### src/rtl/ap_ctrl_hs_driver_pkg.sv
// Shared types and default widths for the ap_ctrl_hs initiator.
package ap_ctrl_pkg;

  localparam int DEF_TXN_W   = 16;
  localparam int DEF_CNT_W   = 32;
  localparam int DEF_MAX_OUT = 4;

  // Run-level FSM: waiting for a go, issuing starts, waiting for the tail of dones.
  typedef enum logic [1:0] {
    IDLE  = 2'd0,
    RUN   = 2'd1,
    DRAIN = 2'd2
  } fsm_e;

endpackage

### src/rtl/ap_ctrl_hs_driver_if.sv
// Block-level ap_ctrl_hs handshake between the initiator (master) and the kernel (slave).
//
// Handshake rules: ap_start is the request and stays high until the kernel
// answers with ap_ready in the same cycle; a start is accepted exactly on a
// cycle where ap_start & ap_ready. ap_ready while ap_start is low means
// nothing. ap_done is a one-cycle pulse, one per accepted start, in order.
interface ap_ctrl_hs_driver_if;
  logic ap_start;
  logic ap_ready;
  logic ap_done;

  modport master (output ap_start, input ap_ready, input ap_done);
  modport slave  (input ap_start, output ap_ready, output ap_done);
endinterface

### src/rtl/ap_ctrl_hs_driver_ts_fifo.sv
// Timestamp FIFO: one entry per accepted-but-not-done transaction.
// Supports push and pop in the same cycle, including when full.
module ts_fifo
  import ap_ctrl_pkg::*;
#(
  parameter int  DEPTH = DEF_MAX_OUT,
  parameter int  W     = DEF_CNT_W,
  localparam int PW    = (DEPTH > 1) ? $clog2(DEPTH) : 1,
  localparam int CW    = $clog2(DEPTH + 1)
) (
  input  logic          i_clk,
  input  logic          i_rst,
  input  logic          i_push,
  input  logic          i_pop,
  input  logic [W-1:0]  i_data,
  output logic [W-1:0]  o_data,
  output logic          o_empty,
  output logic          o_full,
  output logic [CW-1:0] o_count
);

  logic [W-1:0]  r_mem [DEPTH];
  logic [PW-1:0] r_wr_ptr;
  logic [PW-1:0] r_rd_ptr;
  logic [CW-1:0] r_count;
  logic          w_do_push;
  logic          w_do_pop;

  function automatic logic [PW-1:0] ptr_inc(input logic [PW-1:0] p);
    return (p == PW'(DEPTH - 1)) ? '0 : p + PW'(1);
  endfunction

  assign o_empty   = (r_count == '0);
  assign o_full    = (r_count == CW'(DEPTH));
  assign o_count   = r_count;
  assign o_data    = r_mem[r_rd_ptr];
  assign w_do_pop  = i_pop && !o_empty;
  assign w_do_push = i_push && (!o_full || w_do_pop);

  // Pointer and occupancy bookkeeping.
  always_ff @(posedge i_clk or posedge i_rst) begin
    if (i_rst) begin
      r_wr_ptr <= '0;
      r_rd_ptr <= '0;
      r_count  <= '0;
    end else begin
      if (w_do_push) r_wr_ptr <= ptr_inc(r_wr_ptr);
      if (w_do_pop)  r_rd_ptr <= ptr_inc(r_rd_ptr);
      r_count <= r_count + CW'(w_do_push) - CW'(w_do_pop);
    end
  end

  // Storage write; contents are only meaningful below r_count, so no reset.
  always_ff @(posedge i_clk) begin
    if (w_do_push) r_mem[r_wr_ptr] <= i_data;
  end

endmodule

### src/rtl/ap_ctrl_hs_driver.sv
// ap_ctrl_hs initiator: issues a programmed number of kernel starts with up to
// MAX_OUT overlapped, and measures start-to-done latency per transaction.
module ap_ctrl_hs_driver
  import ap_ctrl_pkg::*;
#(
  parameter int TXN_W   = DEF_TXN_W,
  parameter int CNT_W   = DEF_CNT_W,
  parameter int MAX_OUT = DEF_MAX_OUT
) (
  input  logic                 clock,
  input  logic                 reset,
  input  logic                 cfg_go,
  input  logic [TXN_W-1:0]     cfg_num_txn,
  ap_ctrl_hs_driver_if.master  hs,
  output logic                 busy,
  output logic                 all_done,
  output logic [TXN_W-1:0]     txn_started,
  output logic [TXN_W-1:0]     txn_done,
  output logic [CNT_W-1:0]     last_latency,
  output logic [CNT_W-1:0]     max_latency,
  output logic [CNT_W-1:0]     total_cycles,
  output logic                 protocol_err,
  output logic [1:0]           dbg_state
);

  localparam int CW = $clog2(MAX_OUT + 1);

  fsm_e             r_state;
  logic [TXN_W-1:0] r_num;
  logic [TXN_W-1:0] r_started;
  logic [TXN_W-1:0] r_done;
  logic [CNT_W-1:0] r_last_lat;
  logic [CNT_W-1:0] r_max_lat;
  logic [CNT_W-1:0] r_total;
  logic [CNT_W-1:0] r_cycle_cnt;
  logic [CNT_W-1:0] r_start_ts;
  logic             r_err;
  logic             r_all_done;
  logic             r_ap_start;

  fsm_e             w_state_next;
  logic             w_finish;
  logic             w_go;
  logic             w_accept;
  logic             w_bypass;
  logic             w_push;
  logic             w_pop;
  logic             w_complete;
  logic             w_spurious;
  logic             w_start_next;
  logic             w_empty;
  logic             w_full;
  logic [CW-1:0]    w_count;
  logic [CW-1:0]    w_count_next;
  logic [CNT_W-1:0] w_head;
  logic [CNT_W-1:0] w_latency;
  logic [CNT_W-1:0] w_cnt_next;
  logic [TXN_W-1:0] w_started_next;
  logic [TXN_W-1:0] w_done_next;

  ts_fifo #(.DEPTH(MAX_OUT), .W(CNT_W)) u_ts_fifo (
    .i_clk   (clock),
    .i_rst   (reset),
    .i_push  (w_push),
    .i_pop   (w_pop),
    .i_data  (r_start_ts),
    .o_data  (w_head),
    .o_empty (w_empty),
    .o_full  (w_full),
    .o_count (w_count)
  );

  // A done that lands on the very cycle its own start is accepted (FIFO empty)
  // never enters the FIFO; it is timed from the live start timestamp instead.
  assign w_go           = cfg_go && (r_state == IDLE);
  assign w_accept       = r_ap_start && hs.ap_ready;
  assign w_bypass       = hs.ap_done && w_accept && w_empty;
  assign w_push         = w_accept && !w_bypass && (!w_full || w_pop);
  assign w_pop          = hs.ap_done && !w_empty;
  assign w_complete     = w_pop || w_bypass;
  assign w_spurious     = hs.ap_done && !w_complete;
  assign w_latency      = r_cycle_cnt - (w_bypass ? r_start_ts : w_head);
  assign w_started_next = r_started + TXN_W'(w_accept);
  assign w_done_next    = r_done + TXN_W'(w_complete);
  assign w_count_next   = w_count + CW'(w_push) - CW'(w_pop);
  // The cycle after go reads 1, so total_cycles is just the counter's next value.
  assign w_cnt_next     = w_go ? CNT_W'(1) : r_cycle_cnt + CNT_W'(1);

  // Staying in RUN already implies starts remain, so only depth gates the request.
  assign w_start_next   = (w_state_next == RUN) && (w_count_next < CW'(MAX_OUT));

  assign hs.ap_start    = r_ap_start;
  assign busy           = (r_state != IDLE);
  assign all_done       = r_all_done;
  assign txn_started    = r_started;
  assign txn_done       = r_done;
  assign last_latency   = r_last_lat;
  assign max_latency    = r_max_lat;
  assign total_cycles   = r_total;
  assign protocol_err   = r_err;
  assign dbg_state      = r_state;

  // Next-state decode; w_finish marks the edge that ends a run.
  always_comb begin
    w_state_next = r_state;
    w_finish     = 1'b0;
    case (r_state)
      IDLE: begin
        if (cfg_go) begin
          if (cfg_num_txn == '0) w_finish = 1'b1;
          else                   w_state_next = RUN;
        end
      end
      RUN, DRAIN: begin
        if (w_done_next == r_num) begin
          w_state_next = IDLE;
          w_finish     = 1'b1;
        end else if (w_started_next == r_num) begin
          w_state_next = DRAIN;
        end
      end
      default: w_state_next = IDLE;
    endcase
  end

  // FSM, start request, cycle counter, timestamp capture and run completion.
  always_ff @(posedge clock or posedge reset) begin
    if (reset) begin
      r_state     <= IDLE;
      r_ap_start  <= 1'b0;
      r_cycle_cnt <= '0;
      r_start_ts  <= '0;
      r_all_done  <= 1'b0;
      r_total     <= '0;
      r_num       <= '0;
    end else begin
      r_state     <= w_state_next;
      r_ap_start  <= w_start_next;
      r_cycle_cnt <= w_cnt_next;
      r_all_done  <= w_finish;
      if (w_finish) r_total <= w_cnt_next;
      if (w_go)     r_num   <= cfg_num_txn;
      // A new transaction's first request cycle is the next cycle whenever
      // the request is (re)asserted from low or follows an acceptance.
      if (w_start_next && (!r_ap_start || w_accept)) r_start_ts <= w_cnt_next;
    end
  end

  // Per-run statistics and the sticky protocol error.
  always_ff @(posedge clock or posedge reset) begin
    if (reset) begin
      r_started  <= '0;
      r_done     <= '0;
      r_last_lat <= '0;
      r_max_lat  <= '0;
      r_err      <= 1'b0;
    end else if (w_go) begin
      r_started <= '0;
      r_done    <= '0;
      r_max_lat <= '0;
      r_err     <= 1'b0;
    end else begin
      if (w_accept) r_started <= w_started_next;
      if (w_complete) begin
        r_done     <= w_done_next;
        r_last_lat <= w_latency;
        if (w_latency > r_max_lat) r_max_lat <= w_latency;
      end
      if (w_spurious) r_err <= 1'b1;
    end
  end

endmodule

### src/flat_wrapper.sv
// flat-port wrapper written by rule: the top's interface ports become plain ports
module ap_ctrl_hs_driver_flat import ap_ctrl_pkg::*;
#(
  parameter int TXN_W   = DEF_TXN_W,
  parameter int CNT_W   = DEF_CNT_W,
  parameter int MAX_OUT = DEF_MAX_OUT
)
  (clock, reset, cfg_go, cfg_num_txn, busy, all_done, txn_started, txn_done, last_latency, max_latency, total_cycles, protocol_err, dbg_state, hs_ap_start, hs_ap_ready, hs_ap_done);
  ap_ctrl_hs_driver_if hs_i ();
  input  logic clock;
  input  logic reset;
  input  logic cfg_go;
  input  logic [TXN_W-1:0] cfg_num_txn;
  output logic busy;
  output logic all_done;
  output logic [TXN_W-1:0] txn_started;
  output logic [TXN_W-1:0] txn_done;
  output logic [CNT_W-1:0] last_latency;
  output logic [CNT_W-1:0] max_latency;
  output logic [CNT_W-1:0] total_cycles;
  output logic protocol_err;
  output logic [1:0] dbg_state;
  output wire logic [$bits(hs_i.ap_start)-1:0] hs_ap_start;
  input wire logic [$bits(hs_i.ap_ready)-1:0] hs_ap_ready;
  input wire logic [$bits(hs_i.ap_done)-1:0] hs_ap_done;
  assign hs_ap_start = hs_i.ap_start;
  assign hs_i.ap_ready = hs_ap_ready;
  assign hs_i.ap_done = hs_ap_done;
  ap_ctrl_hs_driver #(.TXN_W(TXN_W), .CNT_W(CNT_W), .MAX_OUT(MAX_OUT)) u_core (.clock(clock), .reset(reset), .cfg_go(cfg_go), .cfg_num_txn(cfg_num_txn), .hs(hs_i), .busy(busy), .all_done(all_done), .txn_started(txn_started), .txn_done(txn_done), .last_latency(last_latency), .max_latency(max_latency), .total_cycles(total_cycles), .protocol_err(protocol_err), .dbg_state(dbg_state));
endmodule
### config.mk
export PLATFORM = sky130hd
export DESIGN_NAME = ap_ctrl_hs_driver_flat
export DESIGN_NICKNAME = d
export VERILOG_FILES = /design/src/rtl/ap_ctrl_hs_driver_pkg.sv /design/src/rtl/ap_ctrl_hs_driver_if.sv /design/src/rtl/ap_ctrl_hs_driver_ts_fifo.sv /design/src/rtl/ap_ctrl_hs_driver.sv /design/src/flat_wrapper.sv
export SDC_FILE = /design/constraint.sdc
export NUM_CORES = 1
export LEC_CHECK = 0
export CAP_MARGIN = 20
export CORE_MARGIN = 2
export CORE_UTILIZATION = 40
export CTS_CLUSTER_DIAMETER = 200
export CTS_CLUSTER_SIZE = 8
export DETAILED_ROUTE_END_ITERATION = 10
export GPL_TIMING_DRIVEN = 0
export SLEW_MARGIN = 5
export SYNTH_ARGS = -nofsm -noshare
export SYNTH_HDL_FRONTEND = slang
export SYNTH_SLANG_ARGS = --single-unit
### constraint.sdc
create_clock -name clock -period 7.4 [get_ports clock]
set_input_delay 1.48 -clock clock [delete_from_list [all_inputs] [get_ports clock]]
set_output_delay 1.48 -clock clock [all_outputs]
set_load 0.03 [all_outputs]
==> summary.md <==
| Metric | Value |
|---|---|
| Starting DRT DRC Count | `824` |
| Comb power frac | `45.1%` |
| Period utilization | `96.4%` |
| Latest clock arrival within the worst-skew pair | `0.58 ns` |
| Number of H-tree levels | `2` |
| Skew final | `0.0138 ns` |
| DRC errors left | `0` |
| Final WL | `44800 microns` |
| Power Total | `8.58 mW` |
| Sequential share of power | `30.6%` |
| Slew at the pin closest to its max-slew limit | `0.974 ns` |
| CP endpoint kind | `flop` |
| Status | `completed` |
| CTS Buffer Depth | `3` |
| P_int | `5.24 mW` |
| Clk root buf | `clkbuf_16` |
| Core area | `43300 sq um` |
| Seq cells post-synth | `348` |
| Reg2Reg Depth | `25` |
| Worst Hold Path EP | `u_core.last_latency[4]$_DFFE_PP0P_` |
| FF+latch area | `9350 sq um` |
| Worst path arrival time | `7.64 ns` |
| Post-layout min period | `7.14 ns` |
| Reg clk slew, reported paths | `0.05 ns` |
| Net Sw Power | `3.34 mW` |
| Area occupied by multi-input gates | `7740 sq um` |
| Core Util, Final | `50.2%` |
| Clk pwr share | `24.2%` |
| Fin Setup TNS | `0 ns` |
| Number of clock sinks | `348` |
| Largest net degree at the start of global routing | `39` |
| Setup crit start kind | `input pin` |
| Layout cells sized above 1 | `13.5%` |
| CTS tree | `yes` |
| Crit-path max FO | `10` |
| Register area share after synthesis | `53.0%` |
| CTS Buf Count | `49` |
| Fin worst setup slack | `0.264 ns` |
| RSZ-0062 raised after global routing | `yes` |
| Capturing point of the worst reg2reg path | `u_core.max_latency[18]$_DFFE_PP0P_` |
| Fin. max-slew vios | `0` |
| Top post-synthesis cells by area | `dfrtp_1 (31%), edfxtp_1 (22%), ha_1 (5.6%)` |
| Unique cell type count in the Yosys netlist | `72` |
| CP Class | `input pin to flop` |
| Die height | `214 microns` |
| Final Wtd Congestion | `0.854` |
| Switching Share | `38.9%` |
| Vias in the first global route | `12402` |
| MaxCap Viol Count | `0` |
| Area growth, synth to finish | `23.1%` |
| Synth area leader | `dfrtp_1` |
| Avg WL per Cell | `19.3 microns` |
| Power per cell area | `395 nW/um^2` |
| Peak supply drop | `0.172 mV` |
| Top-area cell type share of the netlist area | `31.2%` |
| ANT cells | `0` |
| Width of the die | `214 microns` |
| Slowest cell on the critical path | `clkdlybuf4s50_1` |
| Final instance area | `21700 sq um` |
| Critical path required time | `7.91 ns` |
| R2R Setup Slk | `0.48 ns` |
| Initial antenna violation count | `0` |
| Top cell by count, worst path | `a21o_1` |
| Final ANT Viol Nets | `0` |
| Synthesized area per cell | `11.8 sq um` |
| FP Rows | `76` |
| Final setup viols | `0` |
| Post-synth ARST share | `63.2%` |
| Filler cells | `3778` |
| Post-layout net count | `1812` |
| Die ar. | `45800 sq um` |
| Detail Placement HPWL | `33000 microns` |
| Post-place setup slack | `-1.92 ns` |
| Ys flop type | `dfrtp_1` |
| Gr usage total | `19.6%` |
| Port bufs | `154` |
| Rel. slew slack | `35.1%` |
| Num ports | `155` |
| HP Start | `u_core.last_latency[4]$_DFFE_PP0P_` |
| Worst path top cell family by delay | `compound AO/OA/AOI/OAI gates` |
| Syn Inst Count | `1490` |
| Fin Hold WS | `0.468 ns` |
| Max Fclk | `140 MHz` |
| Worst path bufs/invs | `5` |
| Initial Utilization | `40.7%` |
| DRT Pass-1 Iters | `5` |
| EDFF count, synth | `128` |
| Placed cell area | `20200 sq um` |
| Max stage delay on crit path | `0.49 ns` |
| Hold Violations, Final | `0` |
| Drt via density | `5.30` |
| Post-synthesis instance area | `17600 sq um` |
| Pleak | `9.32 nW` |
| Reg2reg start | `u_core.u_ts_fifo.r_rd_ptr[0]$_DFFE_PP0P_` |
| Syn Nets | `1592` |
| Hold crit path type | `flop to flop` |
| Inst Count DP | `2241` |
| WHS Path Cells | `2` |
| Yosys Warn Count | `0` |
| Remaining Overflow, GRT | `0` |
| First-pass GRT wire length | `71000 microns` |
| Via count | `12344` |
| Non-filler instance count after layout | `2327` |
-- kinds of logic (layout without fill, tap and decap cells) --
logic type / count (synthesis) / in the layout / synth area share [%]
flops: 348 / 348 / 53.0
simple gates: 451 / 451 / 12.2
fa+ha+maj: 81 / 81 / 5.84
buf+inv: 133 / 385 / 3.39
xor+xnor: 121 / 121 / 6.01
compound gates: 221 / 221 / 8.46
mux: 135 / 135 / 11.1
-- routing by layer --
| metal | vias to the layer above | GRT usage [%] | part of all wire, % | wire length [microns] |
|---|---|---|---|---|
| met1 | 6176 | 27.2 | 47 | 20900 |
| li1 | 5840 | - | - | - |
| met4 | 0 | 5.29 | 1.8 | 810 |
| met3 | 54 | 3.66 | 4.8 | 2130 |
| met2 | 274 | 31.5 | 47 | 21000 |
| met5 | - | 0 | 0 | 0 |
-- cell type report --
cell class | instances | area share, %
Multi-Input combinational cell | 1009 | 35.7
Clock buffer | 79 | 6.17
Inverter | 65 | 1.15
Clock inverter | 4 | 0.329
Buffer | 68 | 1.76
Sequential cell | 348 | 43.1
Timing Repair Buffer | 169 | 8.46
Tap cell | 585 | 3.37
-- power groups by stage --
stage | clock (mW) | combinational (mW) | sequential [mW]
6_report | 2.08 | 3.87 | 2.63
4_1_cts | 2.13 | 3.88 | 2.63
5_1_grt | 2.21 | 4.23 | 2.67
3_3_place_gp | 0 | 3.74 | 2.65
2_1_floorplan | 0 | 2.34 | 2.91
3_5_place_dp | 0 | 3.83 | 2.66
-- registers in the layout, indices dropped and copies added, names as in the netlist, 3 cells and up --
| signal | count |
|---|---|
| u_core.total_cycles | 32 |
| u_core.u_ts_fifo.r_mem | 128 |
| u_core.r_cycle_cnt | 32 |
| u_core.txn_done | 16 |
| u_core.r_start_ts | 32 |
| u_core.last_latency | 32 |
| u_core.max_latency | 32 |
| u_core.r_num | 16 |
| u_core.u_ts_fifo.o_count | 3 |
| u_core.txn_started | 16 |
-- Yosys cell counts, types with 5 or more instances --
| cell | number |
|---|---|
| dfrtp_1 | 220 |
| nand2_1 | 179 |
| edfxtp_1 | 128 |
| nor2_1 | 83 |
| ha_1 | 79 |
| inv_1 | 65 |
| xnor2_1 | 62 |
| xor2_1 | 59 |
| a21oi_1 | 52 |
| nand3_1 | 47 |
| mux2_2 | 41 |
| o21ai_0 | 41 |
| clkbuf_1 | 40 |
| mux2i_1 | 32 |
| mux4_2 | 32 |
| a21o_1 | 30 |
| mux2_4 | 30 |
| nand4_1 | 27 |
| a22o_1 | 26 |
| nor3_1 | 25 |
| a31oi_1 | 16 |
| nor4_1 | 15 |
| or3_1 | 15 |
| and3_1 | 12 |
| and2_1 | 11 |
| a211oi_1 | 9 |
| buf_2 | 9 |
| o211ai_1 | 8 |
| buf_1 | 6 |
| nand2b_1 | 6 |
| o21bai_1 | 6 |
| and4_1 | 5 |
| nor2b_1 | 5 |
-- worst max path at each step --
stage          depth (start not counted)  slack (ns)                                  to                                      from
2_1_floorplan                         25        0.55   u_core.max_latency[1]$_DFFE_PP0P_                               hs_ap_ready
3_3_place_gp                          26       -1.97  u_core.max_latency[28]$_DFFE_PP0P_                               hs_ap_ready
3_5_place_dp                          26       -1.92  u_core.max_latency[28]$_DFFE_PP0P_                               hs_ap_ready
4_1_cts                               26        0.01  u_core.max_latency[29]$_DFFE_PP0P_                               hs_ap_ready
5_1_grt                               24       -0.02  u_core.max_latency[27]$_DFFE_PP0P_  u_core.u_ts_fifo.r_rd_ptr[0]$_DFFE_PP0P_
6_report                              27        0.26  u_core.max_latency[18]$_DFFE_PP0P_                               hs_ap_ready
-- worst reg2reg max path, cell delays in order, from the launching register on --
cell and delay, ns:
dfrtp_1 0.34, clkbuf_1 0.56, buf_1 0.64, mux4_2 0.64, mux2i_4 0.26, ha_1 0.28
nor2b_1 0.14, o2111ai_1 0.24, a21oi_1 0.15, o311a_1 0.40, o22ai_2 0.24, o211ai_1 0.16
nand3_2 0.15, o21ai_0 0.14, xor2_1 0.18, buf_4 0.16, ha_1 0.29, a21o_1 0.19
a21o_1 0.17, a21o_1 0.17, a211oi_1 0.30, o21ai_1 0.19, a31oi_1 0.19, o21a_1 0.25
buf_2 0.28, a22o_1 0.18
-- placed cells by master (no fill, tap or decap), drive strengths merged, types with 32 or more instances in the layout --
master,instances
a21oi,54
edfxtp,128
mux2,71
o21ai,43
nor2,83
xnor2,62
mux2i,32
ha,79
inv,65
dfrtp,220
xor2,59
nand2,179
clkbuf,121
mux4,32
clkdlybuf4s50,154
nand3,47
buf,41
-- what timing repair did --
| item | CTS | global route |
|---|---|---|
| gates resized for setup | 15 | 24 |
| pin swaps | 1 | 1 |
| cloned | 0 | 0 |
| endpoints found under the setup margin | 32 | 32 |
| hold buffers | 0 | 0 |
| buffers inserted | 2 | 0 |
(Power assumes the default switching activity.)
